<file path="config.mk">
export PLATFORM = sky130hd
export DESIGN_NAME = pe_feeder
export DESIGN_NICKNAME = d
export VERILOG_FILES = /design/src/rtl/pe_feeder.sv
export SDC_FILE = /design/constraint.sdc
export NUM_CORES = 1
export LEC_CHECK = 0
export ABC_AREA = 1
export BUFFER_PORTS_ARGS = -buffer_cell sky130_fd_sc_hd__buf_4
export CORE_MARGIN = 2
export CORE_UTILIZATION = 54
export DETAILED_ROUTE_END_ITERATION = 16
export PLACE_DENSITY = 0.94
export SYNTH_ARGS = -nofsm -noshare
export SYNTH_HDL_FRONTEND = slang
export SYNTH_SLANG_ARGS = --single-unit
export TNS_END_PERCENT = 50
</file>
<file path="constraint.sdc">
create_clock -name iClk -period 11.65 [get_ports iClk]
set_input_delay 0 -clock iClk [delete_from_list [all_inputs] [get_ports iClk]]
set_output_delay 0 -clock iClk [all_outputs]
set_load 0.1 [all_outputs]
</file>
<file path="src/rtl/pe_feeder.sv">
// -----------------------------------------------------------------------------
// pe_feeder
// Transmit-side companion to pe_block. It takes unskewed activation vectors and
// their weights over a valid/ready handshake. It produces the diagonally skewed
// data stream, the broadcast weight, the accumulator clear pulse and the
// pass-data-left control that pe_block consumes. The skew is zero-filled, and
// the pipeline is drained at the end of each tile.
//
// Ports
//   iClk           clock
//   iRst           asynchronous active-high reset
//   iValid         input vector valid
//   oReady         feeder can accept a vector this cycle
//   iData          unskewed vector; array a, lane k at [8*(a*ARRAY_NUM+k) +: 8]
//   iWeight        weight paired with the vector
//   iLast          vector is the last of its tile (sampled on handshake)
//   oData          skewed data to pe_block iData
//   oWeight        weight to pe_block iWeight (latency 1, aligned with lane 0)
//   oClearAcc      accumulator clear pulse, coincident with a tile's first lane-0 word
//   oPassDataLeft  valid tag of lanes 1..ARRAY_NUM-1 as seen on oData
//   oBusy          tile in progress (STREAM or DRAIN)
//   oDone          one-cycle pulse once a tile has been fully emitted
// -----------------------------------------------------------------------------
module pe_feeder #(
    parameter int ARRAY_NUM = 3,
    parameter int BLOCK_NUM = 3
) (
    input  logic                               iClk,
    input  logic                               iRst,
    input  logic                               iValid,
    output logic                               oReady,
    input  logic [8*ARRAY_NUM*BLOCK_NUM-1:0]   iData,
    input  logic [7:0]                         iWeight,
    input  logic                               iLast,
    output logic [8*ARRAY_NUM*BLOCK_NUM-1:0]   oData,
    output logic [7:0]                         oWeight,
    output logic                               oClearAcc,
    output logic [ARRAY_NUM-2:0]               oPassDataLeft,
    output logic                               oBusy,
    output logic                               oDone
);

    typedef enum logic [1:0] {
        ST_IDLE   = 2'd0,
        ST_STREAM = 2'd1,
        ST_DRAIN  = 2'd2,
        ST_DONE   = 2'd3
    } state_t;

    // The drain counter counts down from ARRAY_NUM-2 to 0. This gives
    // ARRAY_NUM-1 drain cycles.
    localparam int           CW         = (ARRAY_NUM > 2) ? $clog2(ARRAY_NUM - 1) : 1;
    localparam logic [CW-1:0] DRAIN_LOAD = CW'((ARRAY_NUM >= 2) ? (ARRAY_NUM - 2) : 0);

    // With a single lane there is nothing to drain, so the last vector goes straight to DONE.
    function automatic state_t last_target();
        state_t t;
        if (ARRAY_NUM > 1) begin
            t = ST_DRAIN;
        end else begin
            t = ST_DONE;
        end
        return t;
    endfunction

    state_t          state_r;
    state_t          next_state_s;
    logic [CW-1:0]   cnt_r;
    logic [CW-1:0]   cnt_next_s;
    logic            ready_s;
    logic            accept_s;
    logic            busy_r;
    logic            done_r;
    logic            clear_r;
    logic [7:0]      weight_r;
    logic [ARRAY_NUM-1:0] tag_r;

    // Ready is held low while reset is high, even though the state is already IDLE.
    assign ready_s  = ~iRst & ((state_r == ST_IDLE) | (state_r == ST_STREAM));
    assign accept_s = iValid & ready_s;

    assign oReady    = ready_s;
    assign oBusy     = busy_r;
    assign oDone     = done_r;
    assign oClearAcc = clear_r;
    assign oWeight   = weight_r;

    // Next-state and drain-counter logic of the tile sequencer.
    always_comb begin
        next_state_s = state_r;
        cnt_next_s   = cnt_r;
        case (state_r)
            ST_IDLE: begin
                if (accept_s) begin
                    if (iLast) begin
                        next_state_s = last_target();
                        cnt_next_s   = DRAIN_LOAD;
                    end else begin
                        next_state_s = ST_STREAM;
                    end
                end else begin
                    next_state_s = ST_IDLE;
                end
            end
            ST_STREAM: begin
                if (accept_s && iLast) begin
                    next_state_s = last_target();
                    cnt_next_s   = DRAIN_LOAD;
                end else begin
                    next_state_s = ST_STREAM;
                end
            end
            ST_DRAIN: begin
                if (cnt_r == {CW{1'b0}}) begin
                    next_state_s = ST_DONE;
                end else begin
                    cnt_next_s   = cnt_r - CW'(1);
                end
            end
            ST_DONE: begin
                next_state_s = ST_IDLE;
            end
            default: begin
                next_state_s = ST_IDLE;
                cnt_next_s   = {CW{1'b0}};
            end
        endcase
    end

    // Sequencer state, drain counter and the registered control outputs.
    always_ff @(posedge iClk or posedge iRst) begin
        if (iRst) begin
            state_r  <= ST_IDLE;
            cnt_r    <= {CW{1'b0}};
            busy_r   <= 1'b0;
            done_r   <= 1'b0;
            clear_r  <= 1'b0;
            weight_r <= 8'd0;
        end else begin
            state_r  <= next_state_s;
            cnt_r    <= cnt_next_s;
            busy_r   <= (next_state_s == ST_STREAM) | (next_state_s == ST_DRAIN);
            // oDone follows the DONE state by one cycle, so it coincides with the return to IDLE.
            done_r   <= (state_r == ST_DONE);
            clear_r  <= accept_s & (state_r == ST_IDLE);
            if (accept_s) begin
                weight_r <= iWeight;
            end else begin
                weight_r <= weight_r;
            end
        end
    end

    // Valid-tag delay line. Every lane injects the same tag, so stage s of
    // this single line is the tag of lane s at its output.
    always_ff @(posedge iClk or posedge iRst) begin
        if (iRst) begin
            tag_r <= {ARRAY_NUM{1'b0}};
        end else begin
            tag_r[0] <= accept_s;
            for (int s = 1; s < ARRAY_NUM; s++) begin
                tag_r[s] <= tag_r[s-1];
            end
        end
    end

    for (genvar j = 0; j < ARRAY_NUM - 1; j++) begin : g_pass
        assign oPassDataLeft[j] = tag_r[j+1];
    end

    // Per-lane skew: lane k is a (k+1)-deep shift register holding that lane for all arrays.
    // Bubbles inject zeros, so an untagged slot is already 8'd0 at the output.
    for (genvar k = 0; k < ARRAY_NUM; k++) begin : g_lane
        logic [8*BLOCK_NUM-1:0] lane_in_s;
        logic [8*BLOCK_NUM-1:0] dat_r [0:k];

        for (genvar a = 0; a < BLOCK_NUM; a++) begin : g_arr
            assign lane_in_s[8*a +: 8]            = accept_s ? iData[8*(a*ARRAY_NUM+k) +: 8] : 8'd0;
            assign oData[8*(a*ARRAY_NUM+k) +: 8]  = dat_r[k][8*a +: 8];
        end

        // Shift this lane's data by one stage each cycle.
        always_ff @(posedge iClk or posedge iRst) begin
            if (iRst) begin
                for (int i = 0; i <= k; i++) begin
                    dat_r[i] <= '0;
                end
            end else begin
                dat_r[0] <= lane_in_s;
                for (int i = 1; i <= k; i++) begin
                    dat_r[i] <= dat_r[i-1];
                end
            end
        end
    end

endmodule
</file>
# ---- After elaboration in Yosys (flattened, before gate mapping)
# Index checks and enable logic that the tools add are counted.
dict set report op_classes {
  n_mux 19
  add_sub_neg 1
  n_reduce_logical 4
  n_eq_ne 8
  bitwise 6
}
# cell count
set ops {}
lappend ops {{8-bit 2-to-1 mux} 9}
lappend ops {{2-bit 2-to-1 mux} 4}
lappend ops {{2-bit case mux with 4 select lines} 1}
lappend ops {{2-bit equality test (second input constant)} 3}
lappend ops {{2-bit by 1-bit equality test with 1-bit output (second input constant)} 2}
lappend ops {{1-bit 2-to-1 mux} 4}
lappend ops {{2-bit != test (second input constant)} 2}
lappend ops {{4-bit AND reduction} 1}
lappend ops {{1-bit AND} 3}
lappend ops {{1-bit case mux with 3 select lines} 1}
lappend ops {{3-bit nonzero test} 1}
lappend ops {{2-bit zero test} 1}
lappend ops {{2-bit by 1-bit != test with 1-bit output (second input constant)} 1}
lappend ops {{1-bit bitwise OR} 2}
lappend ops {{1-bit logical AND} 1}
lappend ops {{1-bit NOT} 1}
lappend ops {{1-bit subtractor (second input constant)} 1}
dict set report word_totals {
  register_bits 161
  in_bits 84
}

# ---- Logic depth before layout (Yosys ltp)
# Gate-level depths: netlist (run 1).
dict set report logic_depth {
  depth_word 9
  mapped_depth 6
  mapped_depth_nobuf 6
}

# ---- Worst setup path after synthesis (run 1)
# OpenSTA, ideal clock, no wires.
dict set report synth_path {
  kind {reg2reg}
  from {register state_r[1]}
  to {register weight_r[0] (netlist: oWeight[0])}
  period_less_slack_ps 1558
  slack_ps 10092
  path_stages_with_launch 6
  setup_ps 120
  arrival_ps 1439
  path_cell_list {dfrtp_1 > nor2_4 > nand2_8 > buf_6 > nand2_1 > nand2_1}
}
dict set report synth_via {
  elab_chain_cells 4
  elab_cells_between_ends 5
  cone_classes {eq/ne: 1; bitwise: 3; reduce/logical: 1}
}
# element line
set synth_rtl {}
lappend synth_rtl {{start: declaration} 66} ;# state_t state_r;
lappend synth_rtl {{start signal: assignment} 140} ;# state_r <= next_state_s;
lappend synth_rtl {{2-bit by 1-bit equality test with 1-bit output / 2-bit zero test (equally long branches)} 79} ;# assign ready_s = ~iRst & ((state_r == ST_IDLE) | (state_r == ST_STREAM));
lappend synth_rtl {{1-bit bitwise OR (*)} 79}
lappend synth_rtl {{1-bit AND (*)} 79}
lappend synth_rtl {{net oReady} 31} ;# output logic oReady,
lappend synth_rtl {{1-bit AND (*)} 80} ;# assign accept_s = iValid & ready_s;
lappend synth_rtl {{end signal: assignment} 147} ;# weight_r <= iWeight;
lappend synth_rtl {{end signal: assignment} 149} ;# weight_r <= weight_r;
lappend synth_rtl {{end: declaration} 75} ;# logic [7:0] weight_r;
# The timed path passes the listed nets; every way through them passes the cells marked *.
# A chain may end at the register's enable or synchronous reset.

# ---- Final worst setup path (run 1)
dict set report layout_path {
  from {register state_r[1]}
  to {register state_r[0]}
}
dict set report layout_via {
  elab_chain_cells 7
  elab_cells_between_ends 11
  cone_classes {eq/ne: 3; mux: 3; bitwise: 3; reduce/logical: 2}
}
# element line
set layout_rtl {}
lappend layout_rtl {{2-bit by 1-bit equality test with 1-bit output / 2-bit zero test (equally long branches)} {79, 92}}
lappend layout_rtl {{1-bit bitwise OR} 79}
lappend layout_rtl {{1-bit AND} 79}
lappend layout_rtl {{1-bit AND} 80}
lappend layout_rtl {{1-bit logical AND} 106} ;# if (accept_s && iLast) begin
lappend layout_rtl {{2-bit 2-to-1 mux} 106}
lappend layout_rtl {{2-bit case mux with 4 select lines (*)} 92} ;# case (state_r)
lappend layout_rtl {{net next_state_s[0]} 67} ;# state_t next_state_s;
# Marks and branches as above.

==> qor.yml, run 1 <==
run:
  maxCapViolCount: 0
timing:
  slew_violations: 0
  fmax_mhz: 571
  rsz0062_at_grt: "false"
  tns_ns: 0
  fin_crit_ns: 1.75
  fin_crit_sh: 0.150
  setup-violations-final: 0
  timing.slew.headroom: 0.389
  worst_pin_slew_ns: 0.916
  skew_ns: 0.00621
  hold_violations: 0
  fin_hold_ws_ns: 0.248
routing:
  wl_mm: 12.0
  drtIter0Drc: 80
  antenna_left: 0
  avgViaCountPerCell: 4.44
  firstDrtPassIters: 4
  wl_per_cell_um: 15.6
  drcViolationCount: 0
  vias: 3405
floorplan:
  core-area_sq_um: 9330
  pin_count: 170
  rows: 35
  die_area_sq_um: 10500
  die_y_um: 103
  die_x_um: 103
  start_util: 0.562
worst_setup_path:
  end_kind: "flip-flop"
  critPathLaunchType: "flip-flop"
  r2r_cells: 5
  path_cells: "nor2_4 -> nand3_1 -> dlygate4sd3_1 -> nand3_1 -> nand3_1"
  cp.depth: 5
  r2r-end: "state_r[0]$_DFF_PP0_"
  critPathBufInv: 1
  cp.arrival_ns: 2.14
  crit_path_max_fanout: 4
  critPathMaxStageDelay_ns: 0.63
  rrSetupSlack_ns: 9.90
  crit_type: "reg -> reg"
  path_delay_family: "buffers and inverters"
  cp.required_ns: 12.04
  slowest_stage: "dlygate4sd3_1"
  timing.critical_path.mode_cell: "nand3_1"
  r2r-start: "state_r[1]$_DFF_PP0_"
clocking:
  clockRootBuffer: "clkbuf_8"
  cts_setup_buffers: 0
  cts_max_path_buffers: 2
  h-tree-depth: 4
  cts_tree: "yes"
  cts.sinks: 161
  cts_resized: 0
  hold_buffers: 84
  worst_skew_pair.late_latency_ns: 0.51
  cts_made_buffers: 17
  path_clk_slew_ns: 0.07
placed_design:
  gp_congestion: 0.684
  port-buffer-count: 169
  post-dp-hpwl_mm: 5.99
  dpl_cell_area_sq_um: 6220
  dp.cells: 651
finish:
  layout.cells.non_filler: 767
  antennaDiodeCount: 0
  final_nets: 709
  syn_to_final_growth_pct: 45.3
  drive_gt1_frac: 0.323
  stdcell_area_sq_um: 7620
  final_cell_mix: "buf_4, dfrtp_1, dlygate4sd3_1"
  final_common_cell: "buf_4"
logic_synthesis:
  yosysSeqAreaShare: 0.768
  synthCells: 410
  synth_area_sq_um: 5250
  synth_fp_nets: 494
  ys_ff_latch: 161
  syn_avg_cell_area_sq_um: 12.8
  ys_warn_count: 0
  synth_cell_types: 12
pwr:
  pwr-share-seq: 0.402
  combPwrFrac: 0.275
  power_switching_mw: 0.592
  powerDensity_nw_per_um2: 210
  vdd_drop_max_uv: 177
  power.internal_mw: 1.01
  total_leakage_power_nw: 4.34
  p_clk_frac: 0.323
  switching_share: 0.370
  power.total_mw: 1.60
global_route:
  grt_usage: 0.240
  antenna_found_initial: 0
  grt_pass1_vias: 3761
  gr-total-overflow: 0
  grt_max_degree: 108
  grt_pass1_wl_mm: 18.5
run_status:
  status: "finished clean"
min_path:
  hp-class: "in -> async"
[final cells by class]
| type | count | area [sq um] |
|---|---|---|
| repair buffers | 254 | 2120 |
| inverters | 79 | 303 |
| fillers | 484 | 1710 |
| well taps | 129 | 161 |
| clock inverters | 14 | 129 |
| multi-input cells | 112 | 453 |
| flip-flops and latches | 161 | 4030 |
| clock buffers | 18 | 428 |
[kinds of logic after synthesis]
family                 after synthesis  synth area share
DFF                                161             0.768
AOI/OAI and AO/OA                    1          0.000953
and+or+nand+nor                    111            0.0854
buffers and inverters              137             0.146
[tightest hold or removal path, delay by kind of cell]
family	cells	cell delay (ns)
buffers and inverters	3	1.30
[routing by layer]
metal | up-vias | global-route usage | wire, um
met4 | 0 | 0.105 | 320
met1 | 1671 | 0.264 | 4260
met2 | 156 | 0.430 | 6620
li1 | 1551 | - | -
met5 | - | 0 | 0
met3 | 27 | 0.0732 | 801
[power groups by stage]
stage / Clock, mW / Combinational [mW] / Sequential [mW]
after floorplan: 0 / 0.193 / 0.789
after global placement: 0 / 0.400 / 0.647
after detailed placement: 0 / 0.409 / 0.650
after CTS: 0.525 / 0.432 / 0.642
after global routing: 0.550 / 0.453 / 0.647
final: 0.516 / 0.439 / 0.643
[metrics by stage]
step           worst slack [ns]  utilization
6_report                   9.90        0.817
5_1_grt                    9.84        0.817
4_1_cts                    9.99        0.817
3_5_place_dp              10.13        0.667
3_3_place_gp              10.22        0.667
2_1_floorplan              7.30            -
[flip-flops by register name (all words and copies together), names as in the netlist]
name,count
oWeight,8
cnt_r,1
state_r,2
oData,48
oBusy,1
oClearAcc,1
oDone,1
tag_r,3
g_lane.dat_r,96
[Yosys cell counts]
cell      number  area share
nand3_1        4      0.0038
nand2_8        1      0.0038
nand2_1       29       0.021
nor2_1        75       0.054
dfrtp_1      161        0.77
o21ai_0        1     0.00095
buf_4         50       0.072
nor2_4         1      0.0021
nand4_1        1      0.0012
buf_6          8       0.017
inv_1         78       0.056
clkinv_2       1     0.00095
[worst max-delay path by stage]
stage | from | end | slack (ns)
final | state_r[1]$_DFF_PP0_ | state_r[0]$_DFF_PP0_ | 9.90
after global routing | iRst | g_lane[2].dat_r[55]$_DFF_PP0_ | 9.84
after detailed placement | iRst | g_lane[0].dat_r[4]$_DFF_PP0_ | 10.13
after floorplan | iRst | cnt_r$_DFFE_PP0P_ | 7.30
after CTS | state_r[1]$_DFF_PP0_ | state_r[0]$_DFF_PP0_ | 9.99
after global placement | iRst | g_lane[0].dat_r[4]$_DFF_PP0_ | 10.22
Power figures use the tool's default switching activity.
==> inputs of run 2 (changes only) <==
- CORE_UTILIZATION: 54 -> 45
- PLACE_DENSITY: 0.94 -> 0.85
- clock period: 11.65 -> 1.5 ns (I/O delays scaled with it)
==> qor.yml, run 2 (same netlist as run 1, synthesis figures left out) <==
worst_setup_path:
  crit_type: "reg -> out"
  r2r-end: "g_lane[2].dat_r[59]$_DFF_PP0_"
  path_cells: "nor2_4 -> buf_4"
  cp.required_ns: 1.50  # -10.54 ns
  slowest_stage: "dfrtp_1"
  cp.arrival_ns: 1.39  # -0.75 ns
  crit_path_max_fanout: 4  # unchanged
  critPathMaxStageDelay_ns: 0.42  # -0.21 ns
  r2r-start: "state_r[1]$_DFF_PP0_"
  crit_start: "state_r[1]$_DFF_PP0_"
  r2r_cells: 4  # -1
  end_kind: "output pin"
  critPathLaunchType: "flip-flop"
  rrSetupSlack_ns: 0.18  # -9.72 ns
run:
  maxCapViolCount: 0  # unchanged
finish:
  final_util: 0.692  # -0.125
  largest_register_ff_count: 96  # unchanged
  drive_gt1_frac: 0.330  # +0.00684
  final_common_cell: "buf_4"
  final_cell_mix: "buf_4, dfrtp_1, dlygate4sd3_1"
  regArea_sq_um: 4030  # unchanged
  final_nets: 717  # +1.1%
  antennaDiodeCount: 0  # unchanged
  largest-register: "g_lane.dat_r"
  multi_input_area_sq_um: 453  # unchanged
  syn_to_final_growth_pct: 50.6
  fill_cells: 782  # +62%
  stdcell_area_sq_um: 7900  # +3.7%
timing:
  fmax_mhz: 721
  timing.slew.headroom: 0.585  # +0.196
  hold_violations: 0  # unchanged
  skew_ns: 0.00699  # +0.000779 ns
  fin_crit_sh: 0.925
  setup-violations-final: 0  # unchanged
  worst_pin_slew_ns: 0.621  # -0.295 ns
  fin_crit_ns: 1.39
  rsz0062_at_grt: "false"
  slew_violations: 0  # unchanged
  fin_hold_ws_ns: 0.255  # +0.00756 ns
routing:
  drcViolationCount: 0  # unchanged
  firstDrtPassIters: 4  # unchanged
  wl_per_cell_um: 14.9  # -4.5%
  avgViaCountPerCell: 4.34  # -2.3%
  wl_mm: 11.8  # -1.8%
  antenna_left: 0  # unchanged
  drtIter0Drc: 237  # +200%
  vias: 3423  # +0.53%
floorplan:
  pin_count: 170  # unchanged
  die_x_um: 112  # +9.2%
  core-area_sq_um: 11400  # +22%
  die_area_sq_um: 12500  # +19%
  start_util: 0.459  # -0.103
  rows: 39  # +11%
  die_y_um: 112  # +9.2%
min_path:
  hp-class: "in -> async"
clocking:
  path_clk_slew_ns: 0.06  # about the same
  cts_resized: 0  # unchanged
  cts_max_path_buffers: 2  # unchanged
  cts_made_buffers: 17  # unchanged
  clockRootBuffer: "clkbuf_16"
  cts_tree: "yes"
  h-tree-depth: 4  # unchanged
  worst_skew_pair.late_latency_ns: 0.41  # -0.10 ns
  cts.sinks: 161  # unchanged
global_route:
  gr-total-overflow: 0  # unchanged
  grt_pass1_vias: 3930  # +4.5%
  grt_pass1_wl_mm: 18.7  # +1.3%
  antenna_found_initial: 0  # unchanged
  grt_max_degree: 48  # -56%
  grt_usage: 0.197  # -0.0430
placed_design:
  dpl_cell_area_sq_um: 6380  # +2.6%
  post-dp-hpwl_mm: 6.76  # +13%
  gp_congestion: 0.726  # +6.1%
  port-buffer-count: 169  # unchanged
run_status:
  status: "finished clean"
pwr:
  powerDensity_nw_per_um2: 1690  # +700%
  vdd_drop_max_uv: 1290  # +630%
  total_leakage_power_nw: 4.46  # +2.8%
==> run 2: cell count changes in the layout (fill, tap and decap cells not counted), moves of 2 or more <==
| cell | before | now |
|---|---|---|
| buf_12 | 0 | 6 |
| bufinv_16 | 1 | 6 |
| clkbuf_8 | 2 | 4 |
| inv_6 | 5 | 0 |
| clkinv_4 | 2 | 0 |
| clkbuf_1 | 0 | 2 |
| clkinv_2 | 5 | 2 |
| buf_4 | 170 | 173 |
==> run 2: worst max-delay path by stage <==
| stage | to | slack, ns |
|---|---|---|
| after floorplan | cnt_r$_DFFE_PP0P_ | -0.54 |
| after global placement | oWeight[0]$_DFFE_PP0N_ | 0.25 |
| after detailed placement | g_lane[0].dat_r[23]$_DFF_PP0_ | 0.19 |
| after CTS | oReady | 0.10 |
| after global routing | oReady | 0.07 |
| final | oReady | 0.11 |
==> run 2: where the power goes <==
| group | total, mW | leakage, nW | internal (mW) | switching, mW |
|---|---|---|---|---|
| Sequential | 4.99 | 2.17 | 4.79 | 0.199 |
| Combinational | 3.42 | 1.96 | 0.795 | 2.62 |
| Clock | 4.91 | 0.330 | 3.30 | 1.61 |
==> run 2: routing by layer <==
layer	share of wire	vias to the layer above	track usage
met4	0.033	0	0.0919
met1	0.35	1666	0.202
met3	0.063	32	0.0697
met5	0	-	0
li1	-	1562	-
met2	0.55	163	0.360
==> run 2: critical path: cells and delay by family (launching register included) <==
family | cells | cell delay (ns)
DFF | 1 | 0.42
and+or+nand+nor | 1 | 0.22
buffers and inverters | 1 | 0.33
==> run 2: repair_timing <==
item,in CTS,in global routing
hold buffers,83,0
endpoints found under the hold margin,98,0
buffers inserted,0,0
==> run 2: final cells by class <==
cell class / count / area share
tap: 143 / 0.0226
multi-input combinational: 112 / 0.0573
sequential: 161 / 0.510
clock buffer: 23 / 0.0618
timing repair buffer: 262 / 0.285
inverter: 79 / 0.0382
clock inverter: 9 / 0.0253
==> run 2: metrics by stage <==
| step | setup slack, ns | cells | total power [mW] | TNS [ns] |
|---|---|---|---|---|
| after global routing | 0.0667 | 789 | 13.7 | 0 |
| after floorplan | -0.543 | 410 | 7.63 | -87.86 |
| final | 0.113 | 789 | 13.3 | 0 |
| after CTS | 0.103 | 789 | 13.4 | 0 |
| after detailed placement | 0.187 | 674 | 8.28 | 0 |
| after global placement | 0.249 | 674 | 8.20 | 0 |
==> inputs of run 3 (changes only) <==
- CORE_UTILIZATION: 45 -> 54
- PLACE_DENSITY: 0.85 -> 0.94
- clock period: 1.5 -> 1.6 ns (I/O delays scaled with it)
==> qor.yml, run 3 (same netlist as run 1, synthesis figures left out) <==
finish:
  syn_to_final_growth_pct: 47.1
  fill_cells: 473  # -40%
  final_util: 0.827  # +0.135
  layout.cells.non_filler: 771  # -2.3%
  final_cell_mix: "buf_4, dfrtp_1, dlygate4sd3_1"
  antennaDiodeCount: 0  # unchanged
  largest_register_ff_count: 96  # unchanged
  largest-register: "g_lane.dat_r"
  drive_gt1_frac: 0.329  # -0.00106
  final_nets: 713  # -0.56%
  final_common_cell: "buf_4"
clocking:
  cts_max_path_buffers: 2  # unchanged
  cts.sinks: 161  # unchanged
  h-tree-depth: 4  # unchanged
  cts_tree: "yes"
  path_clk_slew_ns: 0.07  # about the same
  cts_made_buffers: 17  # unchanged
  clockRootBuffer: "clkbuf_8"
  worst_skew_pair.late_latency_ns: 0.50  # +0.09 ns
worst_setup_path:
  end_kind: "flip-flop"
  rrSetupSlack_ns: 0.07  # -0.11 ns
  cp.arrival_ns: 1.98  # +0.59 ns
  path_delay_family: "buffers and inverters"
  crit_path_max_fanout: 6  # +2
  critPathBufInv: 2  # +1
  cp.required_ns: 2.05  # +0.55 ns
  crit_type: "reg -> reg"
  critPathLaunchType: "flip-flop"
  path_cells: "nor2_2 -> nand3_1 -> dlygate4sd3_1 -> nand4_1 -> nand2_1 -> inv_1"
  critPathMaxStageDelay_ns: 0.58  # +0.16 ns
  slowest_stage: "dlygate4sd3_1"
floorplan:
  die_x_um: 103  # -8.4%
  core-area_sq_um: 9330  # -18%
  die_y_um: 103  # -8.4%
  start_util: 0.562  # +0.103
  pin_count: 170  # unchanged
  rows: 35  # -10%
  die_area_sq_um: 10500  # -16%
routing:
  wl_mm: 12.1  # +2.9%
  drtIter0Drc: 65  # -73%
  firstDrtPassIters: 4  # unchanged
  vias: 3430  # +0.20%
  drcViolationCount: 0  # unchanged
  avgViaCountPerCell: 4.45  # +2.5%
  wl_per_cell_um: 15.7  # +5.3%
  antenna_left: 0  # unchanged
global_route:
  grt_pass1_vias: 3818  # -2.8%
  antenna_found_initial: 0  # unchanged
  grt_usage: 0.247  # +0.0498
  grt_pass1_wl_mm: 18.9  # +1.3%
  gr-total-overflow: 0  # unchanged
  grt_max_degree: 91  # +90%
pwr:
  vdd_drop_max_uv: 1030  # -20%
  total_leakage_power_nw: 4.37  # -1.9%
  powerDensity_nw_per_um2: 1540  # -8.6%
  power.total_mw: 11.9  # -11%
timing:
  skew_ns: 0.00960  # +0.00261 ns
  fin_crit_ns: 1.53
  setup-violations-final: 0  # unchanged
  hold_violations: 0  # unchanged
  fin_crit_sh: 0.956
  slew_violations: 0  # unchanged
  rsz0062_at_grt: "false"
  fin_hold_ws_ns: 0.248  # -0.00776 ns
  fmax_mhz: 653
  worst_pin_slew_ns: 0.442  # -0.179 ns
  timing.slew.headroom: 0.705  # +0.120
  tns_ns: 0  # unchanged
placed_design:
  gp_congestion: 0.701  # -3.4%
  port-buffer-count: 169  # unchanged
  post-dp-hpwl_mm: 6.52  # -3.6%
  dp.cells: 654  # -3.0%
min_path:
  hp-class: "in -> async"
run_status:
  status: "finished clean"
run:
  maxCapViolCount: 0  # unchanged
run 3: cell types whose count changed in the layout (fill, tap and decap cells not counted), moves of 2 or more:
cell,previous run,this run
inv_6,0,5
clkbuf_1,2,0
buf_12,6,2
clkbuf_8,4,2
bufinv_16,6,2
inv_8,0,3
run 3: per-stage QoR:
| step | area, sq um | setup slack (ns) |
|---|---|---|
| 2_1_floorplan | 5250 | -0.443 |
| 3_3_place_gp | 6270 | 0.358 |
| 3_5_place_dp | 6270 | 0.237 |
| 4_1_cts | 7710 | 0.0270 |
| 5_1_grt | 7720 | 0.0196 |
| 6_report | 7720 | 0.0696 |
run 3: timing repair:
| item | CTS | global route |
|---|---|---|
| hold buffers | 84 | 0 |
| endpoints found under the setup margin | 0 | 1 |
| endpoints found under the hold margin | 246 | 0 |
| setup buffers | 0 | 1 |
| gates resized for setup | 0 | 1 |
run 3: area by class of cell:
type	instances	area, sq um	area share
clock buffers	18	428	0.0555
clock inverters	14	169	0.0219
inverters	79	302	0.0391
multi-input cells	112	455	0.0590
flip-flops and latches	161	4030	0.522
well taps	129	161	0.0209
repair buffers	258	2170	0.281
run 3: routing by layer:
metal | global-route usage | up-vias | part of all wire
met5 | 0 | - | 0
met4 | 0.117 | 0 | 0.028
met3 | 0.0712 | 30 | 0.057
met1 | 0.265 | 1689 | 0.36
met2 | 0.447 | 150 | 0.56
li1 | - | 1561 | -
run 3: where the power goes:
| part | internal [mW] | total [mW] | switching [mW] | leakage [nW] |
|---|---|---|---|---|
| registers | 4.49 | 4.67 | 0.184 | 2.17 |
| logic | 0.729 | 3.22 | 2.49 | 1.91 |
| clock network | 2.32 | 4.00 | 1.67 | 0.285 |
run 3: path summary, 6_finish.rpt:
check                      cells past startpoint                     startpoint                       endpoint
setup / recovery                               6           state_r[0]$_DFF_PP0_                oBusy$_DFF_PP0_
hold / removal                                 4                           iRst                oBusy$_DFF_PP0_
setup reg to reg                               6           state_r[0]$_DFF_PP0_                oBusy$_DFF_PP0_
hold reg to reg                                0  g_lane[2].dat_r[62]$_DFF_PP0_  g_lane[2].dat_r[38]$_DFF_PP0_
max in group asynchronous                      4                           iRst         oWeight[4]$_DFFE_PP0N_
min in group iClk                              4                     iWeight[6]         oWeight[6]$_DFFE_PP0N_
run 3: worst register-to-register path, delay by kind of cell (launching register included):
kind / cells / cell delay (ns)
buffers and inverters: 2 / 0.63
DFF: 1 / 0.45
and+or+nand+nor: 4 / 0.40
